## config.mk

```make
export PLATFORM = sky130hd
export DESIGN_NAME = rvfi_retire_serializer
export DESIGN_NICKNAME = d
export VERILOG_FILES = /design/src/rtl/rvfi_serializer_pkg.sv /design/src/rtl/rvfi_serializer_compact.sv /design/src/rtl/rvfi_retire_serializer.sv
export SDC_FILE = /design/constraint.sdc
export NUM_CORES = 2
export LEC_CHECK = 0
export CAP_MARGIN = 20
export CORE_MARGIN = 2
export CORE_UTILIZATION = 36
export CTS_CLUSTER_SIZE = 14
export DETAILED_ROUTE_END_ITERATION = 16
export PLACE_DENSITY = 0.58
export REMOVE_ABC_BUFFERS = 1
export SETUP_SLACK_MARGIN = 0.3
export SLEW_MARGIN = 40
export SYNTH_ARGS = -nofsm -noshare
export SYNTH_HDL_FRONTEND = slang
export SYNTH_SLANG_ARGS = --single-unit
export TNS_END_PERCENT = 20
```

## constraint.sdc

```tcl
create_clock -name clock -period 24.6 [get_ports clock]
set_input_delay 3.69 -clock clock [delete_from_list [all_inputs] [get_ports clock]]
set_output_delay 3.69 -clock clock [all_outputs]
set_load 0.02 [all_outputs]
```

## src/rtl/rvfi_serializer_pkg.sv

```systemverilog
// rvfi_serializer_pkg: buffered retire entry type and width helpers for the retire serializer
package rvfi_serializer_pkg;
  localparam int ENTRY_XLEN = 32;
  typedef struct packed {
    logic [63:0]           order;
    logic [ENTRY_XLEN-1:0] pc_rdata;
    logic [ENTRY_XLEN-1:0] pc_wdata;
  } entry_t;
  function automatic int ptr_w(input int depth);
    return $clog2(depth);
  endfunction
  function automatic int lvl_w(input int depth);
    return $clog2(depth) + 1;
  endfunction
  function automatic int cnt_w(input int nret);
    return $clog2(nret + 1);
  endfunction
endpackage

```

## src/rtl/rvfi_serializer_compact.sv

```systemverilog
// rvfi_serializer_compact: packs the valid retire channels into slots 0..k-1 in ascending channel order
module rvfi_serializer_compact
  import rvfi_serializer_pkg::*;
#(
  parameter int NRET = 2,
  parameter int XLEN = 32
) (
  input  logic [NRET-1:0]      valid,
  input  logic [64*NRET-1:0]   order,
  input  logic [XLEN*NRET-1:0] pc_rdata,
  input  logic [XLEN*NRET-1:0] pc_wdata,
  output logic [cnt_w(NRET)-1:0] k,
  output entry_t               ents [NRET]
);
  always_comb begin
    int cnt;
    cnt = 0;
    ents = '{default: '0};
    for (int i = 0; i < NRET; i++) begin
      if (valid[i]) begin
        for (int j = 0; j < NRET; j++) begin
          if (cnt == j) begin
            ents[j].order = order[64*i +: 64];
            ents[j].pc_rdata = ENTRY_XLEN'(pc_rdata[XLEN*i +: XLEN]);
            ents[j].pc_wdata = ENTRY_XLEN'(pc_wdata[XLEN*i +: XLEN]);
          end
        end
        cnt = cnt + 1;
      end
    end
    k = cnt_w(NRET)'(cnt);
  end
endmodule

```

## src/rtl/rvfi_retire_serializer.sv

```systemverilog
// rvfi_retire_serializer: serializes multi-retire RVFI into one in-order channel; PC-chain check under RISCV_FORMAL_SERIALIZER_PCCHK_EN
module rvfi_retire_serializer
  import rvfi_serializer_pkg::*;
#(
  parameter int NRET  = 2,
  parameter int XLEN  = 32,
  parameter int DEPTH = 8
) (
  input  logic                    clock,
  input  logic                    reset,
  input  logic [NRET-1:0]         rvfi_valid,
  input  logic [64*NRET-1:0]      rvfi_order,
  input  logic [XLEN*NRET-1:0]    rvfi_pc_rdata,
  input  logic [XLEN*NRET-1:0]    rvfi_pc_wdata,
  output logic                    out_valid,
  input  logic                    out_ready,
  output logic [63:0]             out_order,
  output logic [XLEN-1:0]         out_pc_rdata,
  output logic [XLEN-1:0]         out_pc_wdata,
  output logic [lvl_w(DEPTH)-1:0] level,
  output logic                    overflow,
  output logic                    seq_err,
  output logic                    pc_err
);
  localparam int PW = ptr_w(DEPTH);
  localparam int LW = lvl_w(DEPTH);
  localparam int KW = cnt_w(NRET);
  logic [KW-1:0] k;
  entry_t        ents [NRET];
  entry_t        mem [DEPTH];
  entry_t        head;
  logic [PW-1:0] wr_ptr;
  logic [PW-1:0] rd_ptr;
  logic          accept;
  logic          pop;
  logic          have_last;
  logic [63:0]   last_order;
  rvfi_serializer_compact #(.NRET(NRET), .XLEN(XLEN)) compact (
    .valid    (rvfi_valid),
    .order    (rvfi_order),
    .pc_rdata (rvfi_pc_rdata),
    .pc_wdata (rvfi_pc_wdata),
    .k        (k),
    .ents     (ents)
  );
  assign head = mem[rd_ptr];
  assign out_valid = level != '0;
  assign out_order = head.order;
  assign out_pc_rdata = XLEN'(head.pc_rdata);
  assign out_pc_wdata = XLEN'(head.pc_wdata);
  assign pop = out_valid && out_ready;
  // free space is judged on the pre-pop level, so a pop never makes room for this cycle's group
  assign accept = LW'(k) <= LW'(DEPTH) - level;
  always_ff @(posedge clock) begin
    for (int j = 0; j < NRET; j++)
      if (accept && KW'(j) < k) mem[wr_ptr + PW'(j)] <= ents[j];
  end
  always_ff @(posedge clock or negedge reset) begin
    if (!reset) begin
      wr_ptr     <= '0;
      rd_ptr     <= '0;
      level      <= '0;
      overflow   <= 1'b0;
      seq_err    <= 1'b0;
      have_last  <= 1'b0;
      last_order <= '0;
    end else begin
      wr_ptr   <= accept ? wr_ptr + PW'(k) : wr_ptr;
      rd_ptr   <= rd_ptr + PW'(pop);
      level    <= level + (accept ? LW'(k) : LW'(0)) - LW'(pop);
      overflow <= overflow | ~accept;
      if (pop) begin
        seq_err    <= seq_err | (have_last && out_order != last_order + 64'd1);
        last_order <= out_order;
        have_last  <= 1'b1;
      end
    end
  end
`ifdef RISCV_FORMAL_SERIALIZER_PCCHK_EN
  logic [XLEN-1:0] last_pc_wdata;
  always_ff @(posedge clock or negedge reset) begin
    if (!reset) begin
      pc_err        <= 1'b0;
      last_pc_wdata <= '0;
    end else if (pop) begin
      pc_err        <= pc_err | (have_last && out_pc_rdata != last_pc_wdata);
      last_pc_wdata <= out_pc_wdata;
    end
  end
`else
  assign pc_err = 1'b0;
`endif
endmodule

```

Word level (Yosys, flattened, before mapping)
Memories as Yosys holds them, arrays and structs flattened.
Index checks and enable logic that the tools add are counted.
- bits in registers: 77
- bits in latches: 0
- memory bits (writable): 1024
- bits in read-only memories: 0
- input port bits: 261
- output and inout bits: 136
- word-level logic and storage cells: 41
- memories kept: 1
- memory list (memory ; depth ; width ; read ports ; clocked after memory_dff ; write ports ; RTL line ; text):
    mem ; 8 ; 128 ; 1 ; 0 ; 2 ; rvfi_retire_serializer.sv:30 ; entry_t mem [DEPTH];
- add/sub/neg operators: 8
- multipliers: 0
- divide/modulo/power cells: 0
- magnitude comparators: 3
- equality and inequality tests: 2
- shift operators: 0
- mux-type cells: 11
- bitwise gates (word level): 3
- reductions and logical operators: 6
- operator list (cell ; number):
    2-to-1 mux 128 bit ; 3
    2-to-1 mux 256 bit ; 1
    adder 64 x 1 -> 64 bit, second input constant ; 1
    inequality test 64 bit ; 1
    logical NOT 32 bit ; 1
    2-to-1 mux 1 bit ; 5
    adder 4 x 2 -> 4 bit ; 1
    less-or-equal comparator 2 x 4 -> 1 bit ; 1
    logical AND 1 bit ; 4
    less-than comparator 1 x 2 -> 1 bit, first input constant ; 2
    2-to-1 mux 2 bit ; 2
    nonzero test 4 bit ; 1
    subtractor 4 x 1 -> 4 bit ; 1
    subtractor 4 bit, first input constant ; 1
    adder 3 x 1 -> 3 bit ; 1
    adder 3 x 1 -> 3 bit, second input constant ; 1
    adder 3 x 2 -> 3 bit ; 1
    adder 1 x 1 -> 2 bit, second input constant ; 1
    bitwise OR 1 bit ; 2
    equality test 1 bit, second input constant ; 1
    inverter 1 bit ; 1

Longest topological paths before layout
- depth after elaboration: 7
- depth in mapped cells: 17

By module
Synthesis repeated with hierarchy kept, for this count alone.
- cell total of the unflattened synthesis: 3800
- area, all modules: 58398.5 um2
- by module, submodules not included (module ; times used ; cells each ; area each (um2)):
    rvfi_retire_serializer ; 1 ; 3486 ; 56206.4
    rvfi_serializer_compact ; 1 ; 314 ; 2192.1

Worst setup path after synthesis
OpenSTA, ideal clock, no wires.
- path type: input port to flip-flop
- start: input rvfi_valid[0]
- end: memory mem[0][0] in the netlist's numbering, enable pin
- setup time: 0.962 ns
- data arrival time: 18.663 ns
- setup slack: 4.975 ns
- stages on the path: 12
- path through: inv_2 clkbuf_1 clkbuf_1 clkbuf_1 ha_1 inv_1 ha_1 nor2b_1 o21ai_0 nor2_1 or2_2 o41ai_1
- RTL lines (item ; RTL line ; text):
    from (decl) ; rvfi_retire_serializer.sv:11 ; input logic [NRET-1:0] rvfi_valid,
    to (decl) ; rvfi_retire_serializer.sv:30 ;

Worst setup path in the final report
- start: register rd_ptr[1]
- end: output out_order[42]
- longest elaborated chain between the ends: 1
- ends and longest elaborated chain (item ; RTL line ; text):
    from (decl) ; rvfi_retire_serializer.sv:33 ; logic [PW-1:0] rd_ptr;
    from (signal assigned) ; rvfi_retire_serializer.sv:69 ; rd_ptr <= rd_ptr + PW'(pop);
    memory (8 x 128 bit) ; -- ;
    to (decl) ; rvfi_retire_serializer.sv:17 ; output logic [63:0] out_order,
Every way passes these cells.

==> results by group <==
Route
  • Number of nets still failing antenna checks after routing: 0
  • Post-route DRC violation count: 0
  • Wire length per cell after detailed routing: ~28 µm
  • Routed via count divided by cell count: slightly above 6
  • Detailed-route via count: approximately 54000
  • WL final: approximately 240000 µm
  • Drt initial violations: around 8100
  • Pre-antenna DRT Iters: 6

STA
  • Accumulated negative setup slack: 0 ns
  • Min Clock Period, post-route: 9.38 ns
  • Maximum clock frequency: around 0.11 GHz
  • RSZ-0062 raised after global routing: no
  • Final number of max-transition violations: 0
  • Clock tree skew after final layout: 0.0262 ns
  • Final setup viols: 0
  • Final critical-path share of the clock period: 38.1%
  • Actual slew at the worst max-slew pin: around 0.9 ns
  • Relative slew slack: 37.1%
  • Hold Vio Cnt, Final: 0

Placement
  • Dpl cells: ~8500
  • Detailed placement HPWL: 134000 µm
  • Number of port buffers: a little under 400
  • Routability Congestion: approximately 0.84

Die
  • Number of core rows: ~150
  • Placeable core area: between 150000 and 200000 µm²
  • Ports placed on the boundary: 397
  • Die height: 422 µm
  • Die area: 178000 µm²
  • Chip width: roughly 420 µm
  • Starting Density: between 30% and 40%

Synth
  • Syn Inst Count: around 6300
  • Number of register bits inferred by synthesis: about 1100
  • Yosys cell types: between 70 and 80
  • Count of yosys warnings during synthesis: 0
  • Number of enable-type register cells in the synthesized netlist: just over 1000
  • Dominant synthesized flop cell: sky130_fd_sc_hd__edfxtp_1
  • Average cell area after synthesis: about 10 µm²
  • Share of synthesized area occupied by flip-flops and latches: between 50% and 60%
  • Mapped cell area: approximately 63000 µm²
  • Async set-or-reset flop fraction in the synthesized netlist: under 10%

Power and ir drop
  • Seq pwr share: about a third
  • Switch Pwr: between 3 and 4 mW
  • Cell internal pwr: between 5 and 6 mW
  • Total power divided by cell area: around 130 nW/µm²
  • Leakage component of the power: 24.2 nW
  • Gate power share: 47.3%
  • Part of the total power dissipated in the clock network: between 20% and 30%
  • Proportion of total power due to net switching: 42.0%
  • Maximum ir drop on the vdd rail: around 0.00010 V

CTS
  • Number of sinks handled by clock tree synthesis: about 1100
  • Clock tree from TritonCTS: built
  • Cells resized by post-CTS repair: 0
  • Postcts setup bufs: 0
  • Number of buffers created by CTS: about 130
  • Deepest clock path buffer count: 3
  • Reg clk slew, reported paths: 0.06 ns
  • Clk Latency, worst-skew pair: 0.80 ns
  • H-tree levels: 4
  • CTS Root Cell: sky130_fd_sc_hd__clkbuf_16
  • CTS hold repair buffers: 0

GRT
  • Antenna violations before repair: 37
  • Vias in the first global route: ~50000
  • Maximum number of pins on one net before global-route repair: 190
  • Total congestion overflow: 0
  • First-pass GRT wire length: 349000 µm
  • All-Layer GR Usage: 26.2%

Finish
  • Final cell count without fillers: roughly 8700
  • Net count, final: roughly 6500
  • Fraction of layout instances using a drive strength above 1: about a tenth
  • Area growth, synth to finish: 15.2%

Job
  • Number of maximum-capacitance constraint violations: 0

Run status
  • Run status: finished clean

Critical path
  • Crit path capture type: output pin
  • CP max FO: between 50 and 60
  • Critical path class: reg -> out
  • Required time of the critical path: approximately 21 ns
  • Startpoint type of the worst setup path: flip-flop
  • Arr. time, crit path: ~5.7 ns

Hold path
  • Kind of path behind the tightest hold check: reg -> reg
through the flow:
stage                     utilization, %  total power, mW  worst slack (ns)  cell area [µm²]  hold WS (ns)
after floorplan                        -             6.15            -10.68            60000         0.435
after global placement              39.2             7.40             14.69            68100         0.452
after detailed placement            39.4             7.50             14.86            68400         0.454
after CTS                           41.7             9.37             15.07            72400         0.466
after global routing                41.8             9.74             15.06            72600         0.495
final                               41.8             9.37             15.22            72600         0.469
cells in the final DEF, fill, tap and decap left out, drive strengths merged, types with 27 or more instances in the layout:
cell type,Yosys,routed
a21oi,1069,1069
buf,77,135
clkbuf,651,178
clkdlybuf4s50,0,393
clkinv,0,46
dfrtp,77,77
edfxtp,1024,1024
inv,79,88
mux2i,92,92
mux4,230,230
nand2,405,405
nand3,165,165
nand4,27,27
nor2,1101,1101
o21ai,37,37
o22ai,1026,1026
xnor2,76,76
xor2,35,35
sequential cells by signal (all words and copies together), names as in the netlist:
register,cells
have_last,1
last_order,64
rd_ptr,3
level,4
overflow,1
seq_err,1
wr_ptr,3
mem,1024
layout make-up:
type | count | area, µm²
diodes | 20 | 50.0
clock buffers | 177 | 3570
clock inverters | 58 | 458
fillers | 16700 | 101000
inverters | 79 | 313
multi-input cells | 4423 | 27300
flip-flops and latches | 1101 | 32700
well taps | 2325 | 2910
repair buffers | 530 | 5320
synthesized netlist by cell type, types with 76 or more instances:
cell	n	area, µm²
sky130_fd_sc_hd__nor2_1	1100	4130
sky130_fd_sc_hd__a21oi_1	1069	5350
sky130_fd_sc_hd__o22ai_1	1026	6420
sky130_fd_sc_hd__edfxtp_1	1024	30700
sky130_fd_sc_hd__clkbuf_1	523	1960
sky130_fd_sc_hd__nand2_1	405	1520
sky130_fd_sc_hd__mux4_2	230	5180
sky130_fd_sc_hd__nand3_1	165	826
sky130_fd_sc_hd__clkbuf_2	128	641
sky130_fd_sc_hd__mux2i_1	91	911
sky130_fd_sc_hd__inv_1	78	293
sky130_fd_sc_hd__dfrtp_1	77	1930
sky130_fd_sc_hd__xnor2_1	76	666
power by group through the flow:
stage          combinational (mW)  clock [mW]  sequential, mW
5_1_grt                      4.66        1.96            3.12
2_1_floorplan                2.70           0            3.44
3_5_place_dp                 4.40           0            3.10
4_1_cts                      4.41        1.89            3.06
6_report                     4.43        1.88            3.06
3_3_place_gp                 4.30           0            3.10
cell families (layout without fill, tap and decap cells):
family          after synthesis  count (layout)  share of synthesized area, %
other cells                   1              21                       0.00595
compound gates             2185            2185                          19.7
mux                         323             323                          9.72
fa+ha+maj                    19              19                         0.397
buf+inv                     807             844                          5.30
flops                      1101            1101                          51.9
xor+xnor                    111             111                          1.54
simple gates               1784            1784                          11.5
metal layers:
metal	vias to the layer above	track usage, %	part of all wire (%)	wire length (µm)
met5	-	0	0.063	152
met4	26	11.6	4.4	10600
met3	567	5.17	11	26000
met2	3491	40.3	45	110000
met1	26100	35.8	39	94500
li1	23800	-	-	-
critical path: stages (launching register included):
cell and delay [ns]:
sky130_fd_sc_hd__dfrtp_4 0.68, sky130_fd_sc_hd__buf_12 0.30, sky130_fd_sc_hd__buf_4 0.68, sky130_fd_sc_hd__buf_4 0.80, sky130_fd_sc_hd__buf_6 0.62, sky130_fd_sc_hd__mux4_2 0.40
sky130_fd_sc_hd__mux2i_1 0.63, sky130_fd_sc_hd__inv_1 0.09, sky130_fd_sc_hd__clkdlybuf4s50_1 0.56
worst paths after layout:
path / from / end / slack, ns / cells past startpoint
max: rd_ptr[1] / out_order[42] / 15.22 / 8
min: have_last / have_last / 0.47 / 1
max reg2reg: rd_ptr[1] / seq_err / 18.65 / 14
min reg2reg: have_last / have_last / 0.47 / 1
max in group asynchronous: reset / rd_ptr[2] / 21.15 / 1
min in group asynchronous: reset / level[3] / 2.93 / 1
Power figures use the tool's default switching activity.
